File: config.mk
export PLATFORM = sky130hd
export DESIGN_NAME = mips_mc_control
export DESIGN_NICKNAME = d
export VERILOG_FILES = /design/src/rtl/mips_pkg.sv /design/src/rtl/mips_alu_decode.sv /design/src/rtl/mips_mc_control.sv
export SDC_FILE = /design/constraint.sdc
export NUM_CORES = 1
export LEC_CHECK = 0
export ABC_AREA = 1
export CELL_PAD_IN_SITES_DETAIL_PLACEMENT = 1
export CELL_PAD_IN_SITES_GLOBAL_PLACEMENT = 1
export CORE_MARGIN = 4
export CORE_UTILIZATION = 35
export CTS_CLUSTER_DIAMETER = 40
export DETAILED_ROUTE_END_ITERATION = 8
export PLACE_DENSITY = 0.79
export SLEW_MARGIN = 20
export SYNTH_ARGS = -nofsm -noshare
export SYNTH_HDL_FRONTEND = slang
export SYNTH_SLANG_ARGS = --single-unit
export TNS_END_PERCENT = 10
File: constraint.sdc
create_clock -name clk -period 3.3 [get_ports clk]
set_input_delay 0.66 -clock clk [delete_from_list [all_inputs] [get_ports clk]]
set_output_delay 0.66 -clock clk [all_outputs]
set_load 0.005 [all_outputs]
File: src/rtl/mips_pkg.sv
// Shared encodings for the multi-cycle MIPS control path and its ALU interface.
package mips_pkg;

    localparam int unsigned OPCODE_W   = 6;
    localparam int unsigned FUNCT_W    = 6;
    localparam int unsigned ALU_OP_W   = 4;
    localparam int unsigned STATE_W    = 4;
    localparam int unsigned WAIT_CNT_W = 8;

    typedef enum logic [STATE_W-1:0] {
        ST_FETCH     = 4'd0,
        ST_DECODE    = 4'd1,
        ST_MEM_ADDR  = 4'd2,
        ST_MEM_RD    = 4'd3,
        ST_MEM_WB    = 4'd4,
        ST_MEM_WR    = 4'd5,
        ST_R_EXEC    = 4'd6,
        ST_R_WB      = 4'd7,
        ST_BRANCH    = 4'd8,
        ST_JUMP      = 4'd9,
        ST_ADDI_EXEC = 4'd10,
        ST_ADDI_WB   = 4'd11,
        ST_RST       = 4'hF
    } state_t;

    localparam logic [OPCODE_W-1:0] OP_RTYPE = 6'b000000;
    localparam logic [OPCODE_W-1:0] OP_LW    = 6'b100011;
    localparam logic [OPCODE_W-1:0] OP_SW    = 6'b101011;
    localparam logic [OPCODE_W-1:0] OP_BEQ   = 6'b000100;
    localparam logic [OPCODE_W-1:0] OP_J     = 6'b000010;
    localparam logic [OPCODE_W-1:0] OP_ADDI  = 6'b001000;

    localparam logic [FUNCT_W-1:0] FN_ADD = 6'b100000;
    localparam logic [FUNCT_W-1:0] FN_SUB = 6'b100010;
    localparam logic [FUNCT_W-1:0] FN_AND = 6'b100100;
    localparam logic [FUNCT_W-1:0] FN_OR  = 6'b100101;
    localparam logic [FUNCT_W-1:0] FN_SLT = 6'b101010;
    localparam logic [FUNCT_W-1:0] FN_NOR = 6'b100111;

    localparam logic [ALU_OP_W-1:0] ALU_AND = 4'b0000;
    localparam logic [ALU_OP_W-1:0] ALU_OR  = 4'b0001;
    localparam logic [ALU_OP_W-1:0] ALU_ADD = 4'b0010;
    localparam logic [ALU_OP_W-1:0] ALU_SUB = 4'b0110;
    localparam logic [ALU_OP_W-1:0] ALU_SLT = 4'b0111;
    localparam logic [ALU_OP_W-1:0] ALU_NOR = 4'b1100;

    localparam logic [1:0] SRC_B_REG    = 2'b00;
    localparam logic [1:0] SRC_B_FOUR   = 2'b01;
    localparam logic [1:0] SRC_B_IMM    = 2'b10;
    localparam logic [1:0] SRC_B_IMM_SH = 2'b11;

    localparam logic [1:0] PC_SRC_ALU    = 2'b00;
    localparam logic [1:0] PC_SRC_ALUOUT = 2'b01;
    localparam logic [1:0] PC_SRC_JUMP   = 2'b10;

    // Per-state datapath controls; the two gates are qualified by live inputs at the port.
    typedef struct packed {
        logic                mem_read;
        logic                mem_write;
        logic                i_or_d;
        logic                fetch_gate;
        logic                branch_gate;
        logic                pc_write;
        logic [1:0]          pc_source;
        logic                alu_src_a;
        logic [1:0]          alu_src_b;
        logic [ALU_OP_W-1:0] alu_op;
        logic                reg_dst;
        logic                mem_to_reg;
        logic                reg_write;
    } ctrl_t;

    // Moore control word for a state; r_alu_op is the funct-decoded op used in R_EXEC.
    function automatic ctrl_t state_ctrl(input state_t s, input logic [ALU_OP_W-1:0] r_alu_op);
        ctrl_t c;
        c = '0;
        case (s)
            ST_FETCH: begin
                c.mem_read   = 1'b1;
                c.alu_src_b  = SRC_B_FOUR;
                c.alu_op     = ALU_ADD;
                c.pc_source  = PC_SRC_ALU;
                c.fetch_gate = 1'b1;
            end
            ST_DECODE: begin
                c.alu_src_b = SRC_B_IMM_SH;
                c.alu_op    = ALU_ADD;
            end
            ST_MEM_ADDR, ST_ADDI_EXEC: begin
                c.alu_src_a = 1'b1;
                c.alu_src_b = SRC_B_IMM;
                c.alu_op    = ALU_ADD;
            end
            ST_MEM_RD: begin
                c.mem_read = 1'b1;
                c.i_or_d   = 1'b1;
            end
            ST_MEM_WB: begin
                c.reg_write  = 1'b1;
                c.mem_to_reg = 1'b1;
            end
            ST_MEM_WR: begin
                c.mem_write = 1'b1;
                c.i_or_d    = 1'b1;
            end
            ST_R_EXEC: begin
                c.alu_src_a = 1'b1;
                c.alu_src_b = SRC_B_REG;
                c.alu_op    = r_alu_op;
            end
            ST_R_WB: begin
                c.reg_write = 1'b1;
                c.reg_dst   = 1'b1;
            end
            ST_BRANCH: begin
                c.alu_src_a   = 1'b1;
                c.alu_src_b   = SRC_B_REG;
                c.alu_op      = ALU_SUB;
                c.pc_source   = PC_SRC_ALUOUT;
                c.branch_gate = 1'b1;
            end
            ST_JUMP: begin
                c.pc_source = PC_SRC_JUMP;
                c.pc_write  = 1'b1;
            end
            ST_ADDI_WB: begin
                c.reg_write = 1'b1;
            end
            default: c = '0;
        endcase
        return c;
    endfunction

    // States that wait on mem_ready and run the wait counter.
    function automatic logic is_wait_state(input state_t s);
        return (s == ST_FETCH) || (s == ST_MEM_RD) || (s == ST_MEM_WR);
    endfunction

endpackage

File: src/rtl/mips_alu_decode.sv
// Combinational R-type funct to ALU operation decoder.
module mips_alu_decode
    import mips_pkg::*;
(
    input  logic [FUNCT_W-1:0]  funct,
    output logic [ALU_OP_W-1:0] alu_op_c,
    output logic                valid_c
);

    // Map supported functs; anything else reports invalid with op AND (0000).
    always_comb begin
        alu_op_c = ALU_AND;
        valid_c  = 1'b1;
        case (funct)
            FN_ADD:  alu_op_c = ALU_ADD;
            FN_SUB:  alu_op_c = ALU_SUB;
            FN_AND:  alu_op_c = ALU_AND;
            FN_OR:   alu_op_c = ALU_OR;
            FN_SLT:  alu_op_c = ALU_SLT;
            FN_NOR:  alu_op_c = ALU_NOR;
            default: valid_c  = 1'b0;
        endcase
    end

endmodule

File: src/rtl/mips_mc_control.sv
// Multi-cycle MIPS control FSM with bounded memory-ready waits and sticky error flags.
module mips_mc_control
    import mips_pkg::*;
#(
    parameter int unsigned WAIT_LIMIT = 15
) (
    input  logic       clk,
    input  logic       rst_n,
    input  logic [5:0] opcode,
    input  logic [5:0] funct,
    input  logic       zero,
    input  logic       mem_ready,
    output logic       mem_read,
    output logic       mem_write,
    output logic       i_or_d,
    output logic       ir_write,
    output logic       pc_write,
    output logic [1:0] pc_source,
    output logic       alu_src_a,
    output logic [1:0] alu_src_b,
    output logic [3:0] alu_op,
    output logic       reg_dst,
    output logic       mem_to_reg,
    output logic       reg_write,
    output logic       illegal,
    output logic       mem_timeout,
    output logic [3:0] state
);

    state_t                state_q;
    state_t                state_d;
    ctrl_t                 ctrl_q;
    ctrl_t                 ctrl_d;
    logic [WAIT_CNT_W-1:0] wait_cnt;
    logic                  illegal_q;
    logic                  timeout_q;
    logic                  set_illegal;
    logic                  set_timeout;
    logic                  at_limit;
    logic [ALU_OP_W-1:0]   dec_alu_op;
    logic                  dec_valid;

    mips_alu_decode u_alu_decode (
        .funct    (funct),
        .alu_op_c (dec_alu_op),
        .valid_c  (dec_valid)
    );

    assign at_limit = (wait_cnt == WAIT_CNT_W'(WAIT_LIMIT)) && !mem_ready;

    // Next state, flag events, and the control word for the state being entered.
    always_comb begin
        state_d     = state_q;
        set_illegal = 1'b0;
        set_timeout = 1'b0;
        case (state_q)
            ST_RST: state_d = ST_FETCH;
            ST_FETCH: begin
                if (mem_ready) begin
                    state_d = ST_DECODE;
                end else if (at_limit) begin
                    set_timeout = 1'b1;
                    state_d     = ST_FETCH;
                end
            end
            ST_DECODE: begin
                case (opcode)
                    OP_LW, OP_SW: state_d = ST_MEM_ADDR;
                    OP_RTYPE:     state_d = ST_R_EXEC;
                    OP_BEQ:       state_d = ST_BRANCH;
                    OP_J:         state_d = ST_JUMP;
                    OP_ADDI:      state_d = ST_ADDI_EXEC;
                    default: begin
                        set_illegal = 1'b1;
                        state_d     = ST_FETCH;
                    end
                endcase
            end
            ST_MEM_ADDR: state_d = (opcode == OP_SW) ? ST_MEM_WR : ST_MEM_RD;
            ST_MEM_RD: begin
                if (mem_ready) begin
                    state_d = ST_MEM_WB;
                end else if (at_limit) begin
                    set_timeout = 1'b1;
                    state_d     = ST_FETCH;
                end
            end
            ST_MEM_WR: begin
                if (mem_ready || at_limit) begin
                    set_timeout = !mem_ready;
                    state_d     = ST_FETCH;
                end
            end
            ST_R_EXEC: begin
                if (dec_valid) begin
                    state_d = ST_R_WB;
                end else begin
                    set_illegal = 1'b1;
                    state_d     = ST_FETCH;
                end
            end
            ST_ADDI_EXEC: state_d = ST_ADDI_WB;
            default:      state_d = ST_FETCH;
        endcase
        ctrl_d = state_ctrl(state_d, dec_alu_op);
    end

    // State, registered control word, sticky flags and the memory wait counter.
    always_ff @(posedge clk or negedge rst_n) begin
        if (!rst_n) begin
            state_q   <= ST_RST;
            ctrl_q    <= '0;
            illegal_q <= 1'b0;
            timeout_q <= 1'b0;
            wait_cnt  <= '0;
        end else begin
            state_q   <= state_d;
            ctrl_q    <= ctrl_d;
            illegal_q <= illegal_q | set_illegal;
            timeout_q <= timeout_q | set_timeout;
            if (set_timeout || (state_d != state_q)) begin
                wait_cnt <= '0;
            end else if (is_wait_state(state_q) && !mem_ready) begin
                wait_cnt <= wait_cnt + WAIT_CNT_W'(1);
            end
        end
    end

    assign mem_read    = ctrl_q.mem_read;
    assign mem_write   = ctrl_q.mem_write;
    assign i_or_d      = ctrl_q.i_or_d;
    assign ir_write    = ctrl_q.fetch_gate & mem_ready;
    assign pc_write    = ctrl_q.pc_write
                       | (ctrl_q.fetch_gate & mem_ready)
                       | (ctrl_q.branch_gate & zero);
    assign pc_source   = ctrl_q.pc_source;
    assign alu_src_a   = ctrl_q.alu_src_a;
    assign alu_src_b   = ctrl_q.alu_src_b;
    assign alu_op      = ctrl_q.alu_op;
    assign reg_dst     = ctrl_q.reg_dst;
    assign mem_to_reg  = ctrl_q.mem_to_reg;
    assign reg_write   = ctrl_q.reg_write;
    assign illegal     = illegal_q;
    assign mem_timeout = timeout_q;
    assign state       = state_q;

endmodule
Word-level counts from Yosys, hierarchy flattened
Index checks and enable logic that the tools add are counted.
Word-level totals
  memories: 0
  output and inout bits: 23
  ROM bits: 0
  RAM bits: 0
  register bits after elaboration: 32
  input bits: 16
  bits in latches: 0
  logic and storage cells: 105
Operators by class
  shift operators: 0
  magnitude comparators: 0
  add/sub/neg operators: 1
  mux-type cells: 31
  equality and inequality tests: 30
  multiply operators: 0
  divide/modulo/power cells: 0
  reductions and logical operators: 20
  bitwise logic cells: 6
Operator list (number)
  == test 6 bit, second input constant: 8
  case mux 4 bit (5 select lines): 2
  case mux 6 bit (5 select lines): 1
  case mux 4 bit (7 select lines): 1
  == test 4 x 3 -> 1 bit, second input constant: 6
  == test 4 bit, second input constant: 5
  == test 4 x 2 -> 1 bit, second input constant: 4
  two-way mux 1 bit: 16
  two-way mux 4 bit: 4
  two-way mux 8 bit: 2
  OR reduction 6 bit: 2
  OR reduction 2 bit: 5
  adder 8 x 1 -> 8 bit, second input constant: 1
  == test 4 x 1 -> 1 bit, second input constant: 2
  == test 8 x 4 -> 1 bit, second input constant: 1
  zero test 4 bit: 2
  == test 6 x 2 -> 1 bit, second input constant: 1
  == test 6 x 3 -> 1 bit, second input constant: 1
  == test 6 x 4 -> 1 bit, second input constant: 1
  zero test 6 bit: 1
  two-way mux 3 bit: 2
  logical OR 1 bit: 4
  inequality test 4 bit: 1
  OR 1 bit: 4
  8 further kinds: 11

Longest topological paths before layout
  depth after elaboration: 8
  gate-level depth with buffers: 13
  gate-level depth less buffers: 13

Cells and area by module
Synthesis repeated with hierarchy kept, for this count alone.
Second synthesis, totals
  cell total of the unflattened synthesis: 209
  area total of the unflattened synthesis: 1700.4 um2
By module, submodules not included
  mips_mc_control: times used 1, area each 1569.0 um2, cells an instance 187, seq. area each 780.7 um2
  mips_alu_decode: times used 1, area each 131.4 um2, cells an instance 22, seq. area each 0.0 um2

Worst setup path before layout
Ideal clock, no wire load.
  path kind: input -> register
  start: in opcode[5]
  end: reg ctrl_q (netlist bit mem_read)
  slack: 1.461 ns
  arrival: 1.715 ns
  library setup time: 0.124 ns
  stages: 9
  required time: 3.176 ns
  path buffers: 0
  path through: nor2_1 nand2_1 nor2_1 nand2_2 nand3_2 nor2_4 nand3_1 nor2_2 or2_1
RTL lines
  from (decl): RTL line mips_mc_control.sv:9  | input logic [5:0] opcode,
  to (signal assigned): RTL line mips_mc_control.sv:118  | ctrl_q <= ctrl_d;
  to (decl): RTL line mips_mc_control.sv:32  | ctrl_t ctrl_q;

Final worst setup path
  start: in mem_ready
  end: out pc_write
Between the ends
  longest elaborated chain between the ends: 3
Ends and longest elaborated chain
  from (decl): RTL line mips_mc_control.sv:12  | input logic mem_ready,
  bitwise AND 1 bit: RTL line mips_mc_control.sv:134  | | (ctrl_q.fetch_gate & mem_ready)
  OR 1 bit: RTL line mips_mc_control.sv:134
  OR 1 bit: RTL line mips_mc_control.sv:135  | | (ctrl_q.branch_gate & zero);
  to (decl): RTL line mips_mc_control.sv:17  | output logic pc_write,
No other way between the ends.

==> flow_summary.ini <==
[drt]
num_vias = 1515
ant_nets = 0
drt_iter0_drc = 67
vias_per_cell = 4.76
wl_per_cell_um = 13.7
drc = 0
routed_wl_um = 4360
drtPass1Iterations = 4

[grt]
first_global_vias = 1554
grt_pass1_wl_um = 7500
antenna_found_initial = 0
grt-ovfl-total = 0
grt_max_degree = 32
grt_usage = 0.153

[status]
status = complete, no violations

[clock_tree]
clock_path_buffers = 2
cts.htree.levels = 2
clkTransAtPathRegs_ns = 0.07
postCtsHoldBufs = 0
cts_tree = yes
cts.sinks = 31
cts_setup_buffers = 0
cts_resized = 0
numCtsBuffers = 5
clock_latency_ns = 0.28
cts_root_buf = clkbuf_8

[worst_setup_path]
endpoint_kind = output pin
critPathArrivalTime_ns = 1.89
setup.worst_path.class = primary input to output pin
reg2reg_depth = 12
crit_required_ns = 2.64
crit_path_max_fanout = 5
start_kind = primary input

[logic_synthesis]
synth.area.top_cells = dfrtp_1 (38%), nand2_1 (6.4%), inv_1 (6.1%)
synth_fp_nets = 229
yosys.area.top_type = dfrtp_1
ys_types = 33
synthCells = 212
syn-cell-area_sq_um = 1770
netlist.area_leader.share = 0.381
synth-seq-area-share = 0.440
yosys_warnings = 0
synth_edf_count = 0
synth_seq_cells = 31
ys.flop_type = dfrtp_1
async_flop_share = 1.00
syn_area_per_cell_sq_um = 8.36
synth_most_common_cell = nand2_1
yosys-top-cells-count = nand2_1 (30), inv_1 (29), dfrtp_1 (27)

[floorplan]
core-area_sq_um = 4820
start_util = 0.368
dieArea_sq_um = 6270
design.portCount = 39
die_x_um = 79.2
die_y_um = 79.2
num_rows = 25

[placement]
hpwl_um = 3570
gp_congestion = 0.887
placed_cell_area_sq_um = 2180
io_buffers = 38

[timing]
finalHoldViolCount = 0
max_freq_ghz = 0.392
finalCritPeriodShare = 0.773
fin_setup_tns_ns = 0
worst_pin_slew_ns = 0.396
rsz0062_at_grt = no
skew_ns = 0.00696
hold_ws_ns = 0.471
drv_slew = 0
maxSlewHeadroom = 0.736
min_period_ns = 2.55
setup_viol = 0

[final_layout]
syn_to_final_growth_pct = 29.9
diodes = 0
largest_reg_flops = 8
nets = 267
layout-drive-gt1-share = 0.195
postLayoutCellArea_sq_um = 2300
regMostFlops = wait_cnt

[power]
power_leakage_nw = 1.09
ir_drop_mv = 0.239
power_density_nw_per_um2 = 669

[hold_path]
worstHoldPathCells = 1
min_path_type = flop to flop

[flow_run]
maxCapViolations = 0
## worst paths after layout
kind	startpoint	end	slack [ns]
setup / recovery	mem_ready	pc_write	0.75
hold / removal	mem_timeout	mem_timeout	0.47
setup reg to reg	wait_cnt[0]	wait_cnt[5]	1.34
hold reg to reg	mem_timeout	mem_timeout	0.47
max in group asynchronous	rst_n	state[3]	2.20
min in group asynchronous	rst_n	wait_cnt[2]	0.77
## critical path, cell delays in order
cell and delay [ns]:
clkdlybuf4s50_1 0.57, nand2_1 0.10, nand2_1 0.07, clkdlybuf4s50_1 0.49
## metrics by stage
step	total power, mW	std cells	utilization	setup slack (ns)
6_report	1.54	318	0.478	0.748
5_1_grt	1.64	318	0.478	0.668
4_1_cts	1.56	318	0.478	0.726
3_5_place_dp	1.17	310	0.454	0.732
3_3_place_gp	1.15	310	0.454	0.767
2_1_floorplan	0.949	212	-	1.46
## routing by layer
layer | vias to the layer above | GRT usage | routed length, um
met4 | 0 | 0.0515 | 72
met5 | - | 0 | 0
met1 | 734 | 0.191 | 1990
met3 | 7 | 0.0306 | 163
met2 | 29 | 0.263 | 2140
li1 | 745 | - | -
## power breakdown
group | internal (mW) | switching (mW) | total, mW
Clock | 0.244 | 0.141 | 0.385
Sequential | 0.461 | 0.0581 | 0.519
Combinational | 0.266 | 0.369 | 0.636
## kinds of logic (layout without fill, tap and decap cells)
family	after synthesis	after routing	synth area share
XOR/XNOR	6	6	0.0296
AO/OA/AOI/OAI	15	15	0.0579
flip-flops	31	31	0.440
AND/OR/NAND/NOR	118	118	0.361
adder cells (fa/ha/maj)	1	1	0.00706
buffers and inverters	41	80	0.104
## cell type report
type,instances,area [sq um]
well taps,67,83.8
fillers,596,2510
clock buffers,6,82.6
multi-input cells,140,808
clock inverters,2,35.0
repair buffers,39,388
inverters,33,124
flip-flops and latches,31,781
## cells in the final DEF (no fill, tap or decap), types with 4 or more instances in the layout
cell type        synthesis  layout
clkdlybuf4s50_1          0      38
nor3_1                   4       4
nand2_2                  8       8
dfstp_2                  4       4
nor3_2                   8       8
inv_1                   29      29
nor2_2                   5       5
clkbuf_8                 0       6
xor2_1                   4       4
nand4_1                  5       5
inv_2                    4       4
nor2_1                  26      26
nand2_1                 30      30
dfrtp_1                 27      27
nand3_1                 19      19
Note: power is estimated with default switching activity, not from simulation.
